==> src/rtl/matmul_pkg.sv <==
// Definitions shared by the matrix-multiply control, systolic and drain stages.
// Holds the default element width and matrix size plus the drain FSM encoding.
package matmul_pkg;

  localparam int W_DEFAULT = 32;
  localparam int N_DEFAULT = 3;

  typedef enum logic [1:0] {
    IDLE  = 2'd0,
    SEND  = 2'd1,
    REARM = 2'd2
  } drain_state_t;

endpackage

==> src/rtl/drain_buffer.sv <==
// N*N x W result register file: one-cycle parallel load of the flattened
// result vector, combinational read port selected by element index.
module drain_buffer
  import matmul_pkg::*;
#(
  parameter int W = W_DEFAULT,
  parameter int N = N_DEFAULT,
  localparam int IW = $clog2(N*N)
) (
  input  logic             clk,
  input  logic             rst,
  input  logic             load,
  input  logic [W*N*N-1:0] load_data,
  input  logic [IW-1:0]    rd_idx,
  output logic [W-1:0]     rd_data
);

  logic [W-1:0] mem [N*N];

  always_ff @(posedge clk) begin
    if (rst) begin
      for (int k = 0; k < N*N; k++) mem[k] <= '0;
    end else if (load) begin
      for (int k = 0; k < N*N; k++) mem[k] <= load_data[k*W +: W];
    end
  end

  // Compare-based mux so index codes past N*N-1 read as zero.
  always_comb begin
    rd_data = '0;
    for (int k = 0; k < N*N; k++) begin
      if (rd_idx == IW'(k)) rd_data = mem[k];
    end
  end

endmodule

==> src/rtl/result_drain.sv <==
// Snapshots the matrix result on a rising done and streams it out row-major
// over valid/ready, then pulses a re-arm request. Option: RESULT_DRAIN_PARITY_EN adds o_par.
//
// state | meaning
// IDLE  | waiting for a fresh rise of i_done
// SEND  | presenting buf[idx]; advances on each accepted transfer
// REARM | one-cycle o_rearm pulse after the final transfer
module result_drain
  import matmul_pkg::*;
#(
  parameter int W = W_DEFAULT,
  parameter int N = N_DEFAULT,
  localparam int IW = $clog2(N*N)
) (
  input  logic             i_clk,
  input  logic             i_rst,
  input  logic             i_done,
  input  logic [W*N*N-1:0] i_C,
  output logic [W-1:0]     o_data,
  output logic             o_valid,
  input  logic             i_ready,
  output logic [IW-1:0]    o_idx,
  output logic             o_last,
  output logic             o_busy,
  output logic             o_rearm,
`ifdef RESULT_DRAIN_PARITY_EN
  output logic             o_par,
`endif
  output logic             o_ovf
);

  localparam logic [IW-1:0] LAST = IW'(N*N-1);

  drain_state_t  state, state_nxt;
  logic [IW-1:0] idx, idx_nxt;
  logic          done_q;
  logic          ovf_q;
  logic          rise;
  logic          load;
  logic          sending;
  logic [W-1:0]  rd_data;

  assign rise    = i_done & ~done_q;
  assign sending = (state == SEND);

  drain_buffer #(
    .W (W),
    .N (N)
  ) u_buf (
    .clk       (i_clk),
    .rst       (i_rst),
    .load      (load),
    .load_data (i_C),
    .rd_idx    (idx),
    .rd_data   (rd_data)
  );

  always_ff @(posedge i_clk) begin
    if (i_rst) begin
      state  <= IDLE;
      idx    <= '0;
      done_q <= 1'b0;
      ovf_q  <= 1'b0;
    end else begin
      state  <= state_nxt;
      idx    <= idx_nxt;
      done_q <= i_done;
      // A result landing while busy is dropped; only the flag records it.
      if (rise && (state != IDLE)) ovf_q <= 1'b1;
    end
  end

  always_comb begin
    state_nxt = state;
    idx_nxt   = idx;
    load      = 1'b0;
    unique case (state)
      IDLE: begin
        if (rise) begin
          load      = 1'b1;
          idx_nxt   = '0;
          state_nxt = SEND;
        end
      end
      SEND: begin
        if (i_ready) begin
          if (idx == LAST) state_nxt = REARM;
          else             idx_nxt   = idx + IW'(1);
        end
      end
      REARM: state_nxt = IDLE;
      default: state_nxt = IDLE;
    endcase
  end

  assign o_valid = sending;
  assign o_data  = sending ? rd_data : '0;
  assign o_idx   = sending ? idx : '0;
  assign o_last  = sending && (idx == LAST);
  assign o_busy  = (state != IDLE);
  assign o_rearm = (state == REARM);
  assign o_ovf   = ovf_q;

`ifdef RESULT_DRAIN_PARITY_EN
  assign o_par = sending & (^rd_data);
`endif

endmodule

==> config.mk <==
export PLATFORM = sky130hd
export DESIGN_NAME = result_drain
export DESIGN_NICKNAME = d
export VERILOG_FILES = /design/src/rtl/matmul_pkg.sv /design/src/rtl/drain_buffer.sv /design/src/rtl/result_drain.sv
export SDC_FILE = /design/constraint.sdc
export NUM_CORES = 1
export LEC_CHECK = 0
export ABC_AREA = 1
export BUFFER_PORTS_ARGS = -buffer_cell sky130_fd_sc_hd__clkbuf_2
export CAP_MARGIN = 5
export CORE_AREA = 2 2 173 175
export DETAILED_ROUTE_END_ITERATION = 7
export DIE_AREA = 0 0 175 177
export PLACE_DENSITY = 0.76
export SLEW_MARGIN = 20
export SYNTH_ARGS = -nofsm -noshare
export SYNTH_HDL_FRONTEND = slang
export SYNTH_HIERARCHICAL = 1
export SYNTH_SLANG_ARGS = --single-unit
export TNS_END_PERCENT = 1
==> constraint.sdc <==
create_clock -name i_clk -period 4.7 [get_ports i_clk]
set_input_delay 0.94 -clock i_clk [delete_from_list [all_inputs] [get_ports i_clk]]
set_output_delay 0.94 -clock i_clk [all_outputs]
set_load 0.01 [all_outputs]
== Word-level counts from Yosys, hierarchy flattened ==
Memories as Yosys holds them, arrays and structs flattened.
Index checks and enable logic that the tools add are counted.
Storage, ports and cells
  output and inout bits: 41
  bits in writable memories: 288
  memories: 1
  input bits: 292
  word-level logic and storage cells: 74
  bits in registers: 8
Cells by class
  bitwise logic cells: 11
  mux-type cells: 35
  add/subtract/negate cells: 1
  reduce and logical (&&, ||, !) cells: 8
  equality and inequality tests: 14
Memories
  u_buf.mem: words 9, width 32, read ports 9, clocked after memory_dff 0, wr ports 9, line drain_buffer.sv:18  | logic [W-1:0] mem [N*N];
Operators with widths (count)
  32-bit 2-to-1 mux: 19
  4-bit by 3-bit == test with 1-bit output (second input constant): 4
  4-bit 2-to-1 mux: 4
  1-bit OR: 9
  4-bit by 2-bit == test with 1-bit output (second input constant): 2
  4-bit one-hot mux with 2 select lines: 1
  1-bit 2-to-1 mux: 7
  2-bit 2-to-1 mux: 3
  2-bit inequality test (second input constant): 3
  4-bit by 1-bit adder with 4-bit output (second input constant): 1
  4-bit by 1-bit == test with 1-bit output (second input constant): 1
  4-bit == test (second input constant): 1
  4-bit logical NOT: 1
  2-bit one-hot mux with 2 select lines: 1
  4-bit AND reduction: 1
  2-bit nonzero test: 2
  3-bit AND reduction: 1
  2-bit by 1-bit == test with 1-bit output (second input constant): 1
  2-bit == test (second input constant): 1
  1-bit logical AND: 2
  2-bit logical NOT: 1
  2-bit by 1-bit inequality test with 1-bit output (second input constant): 1
  1-bit AND: 1
  1-bit NOT: 1

== Depth between registers and ports, before layout ==
Gate-level depths: netlist (run 1).
  depth after elaboration: 11
  depth in mapped cells: 12
  mapped depth without buffers: 11

== Modules after synthesis ==
The synthesis (run 1) kept the hierarchy.
Modules (own cells, without submodules)
  drain_buffer: instances 1, cells an instance 1448, sequential area each 8648.3 µm², area each 13411.6 µm²
  result_drain: instances 1, cells an instance 137, sequential area each 160.2 µm², area each 720.7 µm²

== Worst setup path before layout (run 1) ==
OpenSTA, ideal clock, no wires.
  path type: in2reg
  start: input i_done
  end: memory u_buf/mem[0][0] in the netlist's numbering, enable pin
  arrival time: 4.586 ns
  stages: 3
  setup slack: -0.417 ns
  required time: 4.169 ns
  library setup time: 0.531 ns
  buffers on the path: 0
  cells stage by stage: nand2_1 nor2_1 or2_2
RTL lines
  start: declaration: line result_drain.sv:17  | input logic i_done,
  end: declaration: line drain_buffer.sv:18

== Final worst setup path (run 1) ==
  start: register idx[1]
  end: output o_data[14]
On the way
  cells in the longest elaborated chain, start to end: 11
  elaborated cells between the ends (all ways): 19
  classes of those cells: eq/ne: 8; mux: 10; reduce/logical: 1
Ends and longest elaborated chain
  start: declaration: line result_drain.sv:35  | logic [IW-1:0] idx, idx_nxt;
  start signal: assignment: line result_drain.sv:66  | idx <= idx_nxt;
  4-bit logical NOT: line drain_buffer.sv:32  | if (rd_idx == IW'(k)) rd_data = mem[k];
  32-bit 2-to-1 mux (8 in a row): line drain_buffer.sv:32
  32-bit 2-to-1 mux *: line drain_buffer.sv:32
  named net rd_data[14]: line result_drain.sv:41  | logic [W-1:0] rd_data;
  32-bit 2-to-1 mux *: line result_drain.sv:97  | assign o_data = sending ? rd_data : '0;
  end: declaration: line result_drain.sv:19  | output logic [W-1:0] o_data,
The timed path passes the listed nets; every way through them passes the cells marked *.

==> results of run 1 <==
-- cell families (layout without fill, tap and decap cells) --
family	count (synthesis)	in the layout	synth area share
AOI/OAI and AO/OA	38	38	0.01355
adders and majority gates	2	2	0.001770
buffers and inverters	456	783	0.1232
DFF	296	296	0.6233
and+or+nand+nor	793	793	0.2382
-- worst paths after layout --
path	end	start	cells past startpoint
min	o_ovf	o_ovf	2
max	o_data[14]	idx[1]	12
max reg2reg	u_buf/mem[0][79]	state[1]	5
min reg2reg	o_ovf	o_ovf	2
-- through the flow --
step                      cell area [µm²]  utilization
after detailed placement            16170       0.5528
after global placement              16170       0.5528
after global routing                17170       0.5870
after floorplan                     14130            -
after CTS                           17170       0.5870
final                               17170       0.5870
-- metal layers --
layer,wire (µm),global-route usage
met5,0,0
met1,13490,0.2726
met3,2496,0.03050
met4,1746,0.1035
met2,18550,0.4229
-- power breakdown --
| group | total [mW] | internal, mW | switching, mW |
|---|---|---|---|
| clock network | 2.42 | 1.42 | 1.00 |
| registers | 3.20 | 3.14 | 0.0635 |
| logic | 0.725 | 0.240 | 0.485 |
-- layout make-up --
class	count	area (µm²)
fillers	2552	12080
flip-flops and latches	296	8808
multi-input cells	833	3625
repair buffers	344	1814
inverters	381	1430
clock buffers	35	790.8
well taps	390	488.0
clock inverters	23	211.5
-- worst register-to-register path, cell delays in order, from the launching register on --
cell	delay (ns)
dfxtp_1	0.35
nor2_1	0.15
inv_1	0.13
nor2_1	0.23
or2_4	0.60
buf_12	0.48
-- synth_stat cells, drive strengths merged --
cell type  number
a31oi           1
nor4            1
inv           381
nor3            2
nand2         183
dfxtp           8
clkbuf         45
nand4          32
buf            30
or2            30
a21oi          34
nor2          410
edfxtp        288
nand3         135
ha              2
o21ai           3
-- sequential cells by signal, indices dropped and copies added (netlist names) --
signal / cells
o_ovf: 1
done_q: 1
state: 2
idx: 4
u_buf/mem: 288
==> impl_metrics.tcl, run 1 <==
set metrics [dict create \
    run_status "finished, final reports clean" \
    crit_top_cell "nand2_1" \
    finalPower_mw 6.349 \
    io_buffers 332 \
    synth.top_cells.by_area "edfxtp_1 61%, nor2_1 11%, inv_1 9.9%, nand3_1 4.7%, nand2_1 4.7%" \
    viasPerCell 4.901 \
    critPathRequiredTime_ns 3.76 \
    reg2reg_slack_ns 2.28 \
    worstSetupPathType "reg2out" \
    route.vias.total 11281 \
    die_y_um 177 \
    crit_slowest_cell "dfxtp_1" \
    rsz0062_at_grt "false" \
    syn_inst 1585 \
    finalWeightedCongestion 0.8605 \
    clk_pin_slew_ns 0.06 \
    cts_num_sinks 296 \
    hold_viol 0 \
    holdCritPathClass "reg2reg" \
    grt_overflow 0 \
    routed_wl_mm 36.28 \
    yosysSeqAreaShare 0.6233 \
    postCtsSetupRepairBufs 0 \
    slew_violations 0 \
    cts_htree_levels 1 \
    slowest_delay_ns 0.60 \
    leakagePower_nw 8.606 \
    cp-start-kind "flip-flop" \
    syn-cell-area_um2 14130 \
    cap_violations 0 \
    dp_hpwl_mm 25.05 \
    tightest_slew_ns 0.9818 \
    yosys_warnings 6 \
    cpLargestDelayFamily "buffers and inverters" \
    tritoncts "built" \
    cts_made_buffers 31 \
    area_growth_pct 21.48 \
    path_buf_inv 5 \
    final_common_cell "nor2_1" \
    grt_max_degree 113 \
    final_cell_mix "402 x nor2_1, 374 x inv_1, 332 x clkbuf_2" \
    slew_headroom 0.3439 \
    dp.cells 2244 \
    ctsResizeCount 0 \
    drt_iter0_drc 988 \
    synth.avg_cell_area_um2 8.916 \
    rows 63 \
    grt_usage 0.2315 \
    clock_path_buffers 3 \
    ir_drop_mv 0.2819 \
    antenna_found_initial 0 \
    min_period_over_period 0.8831 \
    cp.arrival_ns 3.21 \
    place_ws_ns 1.155 \
    ys_types 25 \
    core_area_um2 29240 \
    max_freq_mhz 240.9 \
    yosysTopAreaCellShare 0.6120 \
    power.density_nw_per_um2 369.8 \
    clock_skew_ns 0.01237 \
    clock_latency_ns 0.55 \
    fin_setup_tns_ns 0 \
    drc 0 \
    diodes 0 \
    setup_slack_ns 0.5493 \
    die_x_um 175 \
    finalSetupViolCount 0 \
    grt_pass1_wl_mm 55.77 \
    fin_crit_ns 4.151 \
    ant_nets 0 \
    whs_ns 0.5050 \
    crit_path_end_kind "output pin" \
    clockRootBuffer "clkbuf_16" \
    ys_ff_latch 296 \
    syn-num-nets 1879 \
    cp_max_fo 32 \
    drive_gt1_frac 0.2181 \
    wire_per_inst_um 15.76 \
    nets 2181 \
    grt_pass1_vias 11217 \
    ctsHoldBuffers 0 \
    start_util 0.4832 \
    io_pins 333 \
    crit_chain "inv_1 > nor2_2 > buf_4 > nand2_1 > inv_2 > a21oi_1 > nand4_1 > nand2_1 > nand2_1 > inv_1 > nor2_1 > clkbuf_2" \
    yosysTopAreaCell "edfxtp_1" \
    first_pass_iters 5 \
    final_cell_count_no_fill 2302 \
    fp.dieArea_um2 30980 \
]
No activity file was read; power rests on OpenSTA's default activity.
==> inputs of run 2 (changes only) <==
Settings changed: CORE_AREA 2 2 173 175 to 2 2 162 164, DIE_AREA 0 0 175 177 to 0 0 164 166, PLACE_DENSITY 0.76 to 0.82.
Clock period 4.7 ns to 4.99 ns, I/O delays scaled along.
==> run 2 against run 1 <==
First-iteration DRC count is 43% higher. Global-route usage is 3.2 points higher. Total power is 5.5% lower. Critical endpoint is now o_data[10]. Critical path type unchanged. Sequential power is 6% lower. Flip-flop and latch count stayed put. Critical path depth stayed put. Utilization is 8.2 points higher.
==> impl_metrics.tcl, run 2 (same netlist as run 1, synthesis figures left out) <==
set metrics [dict create \
    run_status "finished, final reports clean" \
    first_pass_iters 6 \
    leakagePower_nw 8.637 \
    grt_usage 0.2632 \
    fin_setup_tns_ns 0 \
    finalWeightedCongestion 0.9388 \
    grt_overflow 0 \
    finalPower_mw 5.997 \
    nFillCells 1932 \
    clockRootBuffer "clkbuf_16" \
    routed_wl_mm 36.41 \
    ir_drop_mv 0.2429 \
    multi_input_area_um2 3615 \
    cp-start-kind "flip-flop" \
    finalSetupViolCount 0 \
    route.vias.total 11448 \
    nets 2190 \
    ctsResizeCount 0 \
    crit_path_end_kind "output pin" \
    cp_max_fo 32 \
    clk_pin_slew_ns 0.06 \
    largest_register_ffs 288 \
    holdCritPathClass "reg2reg" \
    diodes 0 \
    clock_path_buffers 3 \
    power.density_nw_per_um2 350.0 \
    ant_nets 0 \
    tightest_slew_ns 1.006 \
    largest_register "u_buf/mem" \
    drc 0 \
    antenna_found_initial 0 \
    die_x_um 164 \
    rows 59 \
    slew_violations 0 \
    cp.arrival_ns 3.17 \
    slew_headroom 0.3294 \
    cts_htree_levels 1 \
    io_pins 333 \
    tritoncts "built" \
    final_cell_mix "402 x nor2_1, 374 x inv_1, 332 x clkbuf_2" \
    grt_pass1_vias 11329 \
    grt_pass1_wl_mm 55.77 \
    cap_violations 0 \
    worstSetupPathType "reg2out" \
    clock_latency_ns 0.55 \
    fp.dieArea_um2 27220 \
    grt_max_degree 154 \
    viasPerCell 5.077 \
    rsz0062_at_grt "false" \
    fin_crit_ns 4.165 \
    dpl_cell_area_um2 16130 \
    min_period_over_period 0.8347 \
    postCtsSetupRepairBufs 0 \
    io_buffers 332 \
    dp_hpwl_mm 25.39 \
    wire_per_inst_um 16.15 \
    cts_num_sinks 296 \
    core_area_um2 25620 \
    hold_viol 0 \
    die_y_um 166 \
    cts_made_buffers 31 \
    clock_skew_ns 0.01145 \
    drt_iter0_drc 1417 \
    ctsHoldBuffers 0 \
    fin_area_um2 17140 \
    start_util 0.5517 \
    drive_gt1_frac 0.2219 \
    top_regs "u_buf/mem: 288 flops, idx: 4 flops, state: 2 flops" \
    area_growth_pct 21.25 \
    final_common_cell "nor2_1" \
    critPathRequiredTime_ns 3.99 \
    max_freq_mhz 240.1 \
    seq_area_um2 8808 \
]
run 2: cell types whose count changed in the layout (fill, tap and decap cells not counted), moves of 2 or more:
cell      before  now
nor2_4         5    3
nor2_2         3    5
clkinv_2       9    7
buf_12         5    3
buf_4          7   18
run 2: worst max-delay path, stage by stage (launching register included):
cell	delay, ns
dfxtp_1	0.58
inv_1	0.11
nor2_2	0.09
buf_4	0.34
nand2_1	0.20
inv_2	0.53
a21oi_1	0.16
nand4_1	0.17
nand2_1	0.08
nand2_1	0.06
inv_1	0.04
nor2_1	0.08
clkbuf_2	0.16
run 2: routing by layer:
| layer | global-route usage | wire length [µm] |
|---|---|---|
| met1 | 0.3115 | 13260 |
| met4 | 0.1121 | 1524 |
| met2 | 0.4750 | 18680 |
| met3 | 0.03796 | 2943 |
| met5 | 0 | 0 |
run 2: cell type report:
type	count	share of cell area
timing repair buffer	353	0.1084
clock buffer	34	0.04593
inverter	381	0.08346
tap	335	0.02446
multi-input combinational	833	0.2110
sequential	296	0.5141
clock inverter	23	0.01278
run 2: worst paths after layout:
| kind | startpoint | end | slack [ns] | cells after the start |
|---|---|---|---|---|
| max | idx[1] | o_data[10] | 0.82 | 12 |
| min | o_ovf | o_ovf | 0.48 | 2 |
| max reg2reg | state[0] | u_buf/mem[0][231] | 2.41 | 5 |
| min reg2reg | o_ovf | o_ovf | 0.48 | 2 |
run 2: report_power, final:
| group | total [mW] | switching (mW) | leakage (nW) | internal (mW) |
|---|---|---|---|---|
| Combinational | 0.688 | 0.459 | 4.99 | 0.229 |
| Clock | 2.29 | 0.949 | 0.495 | 1.34 |
| Sequential | 3.02 | 0.0620 | 3.15 | 2.96 |
| Total | 6.00 | 1.47 | 8.64 | 4.53 |
run 2: per-stage QoR:
step	util	instances	setup slack [ns]	hold WS (ns)
3_3_place_gp	0.6297	2198	1.524	0.4517
2_1_floorplan	-	1585	1.259	0.5031
5_1_grt	0.6689	2255	0.5741	0.5329
4_1_cts	0.6689	2255	0.8386	0.4934
6_report	0.6689	2255	0.8247	0.4850
3_5_place_dp	0.6297	2198	1.429	0.4789
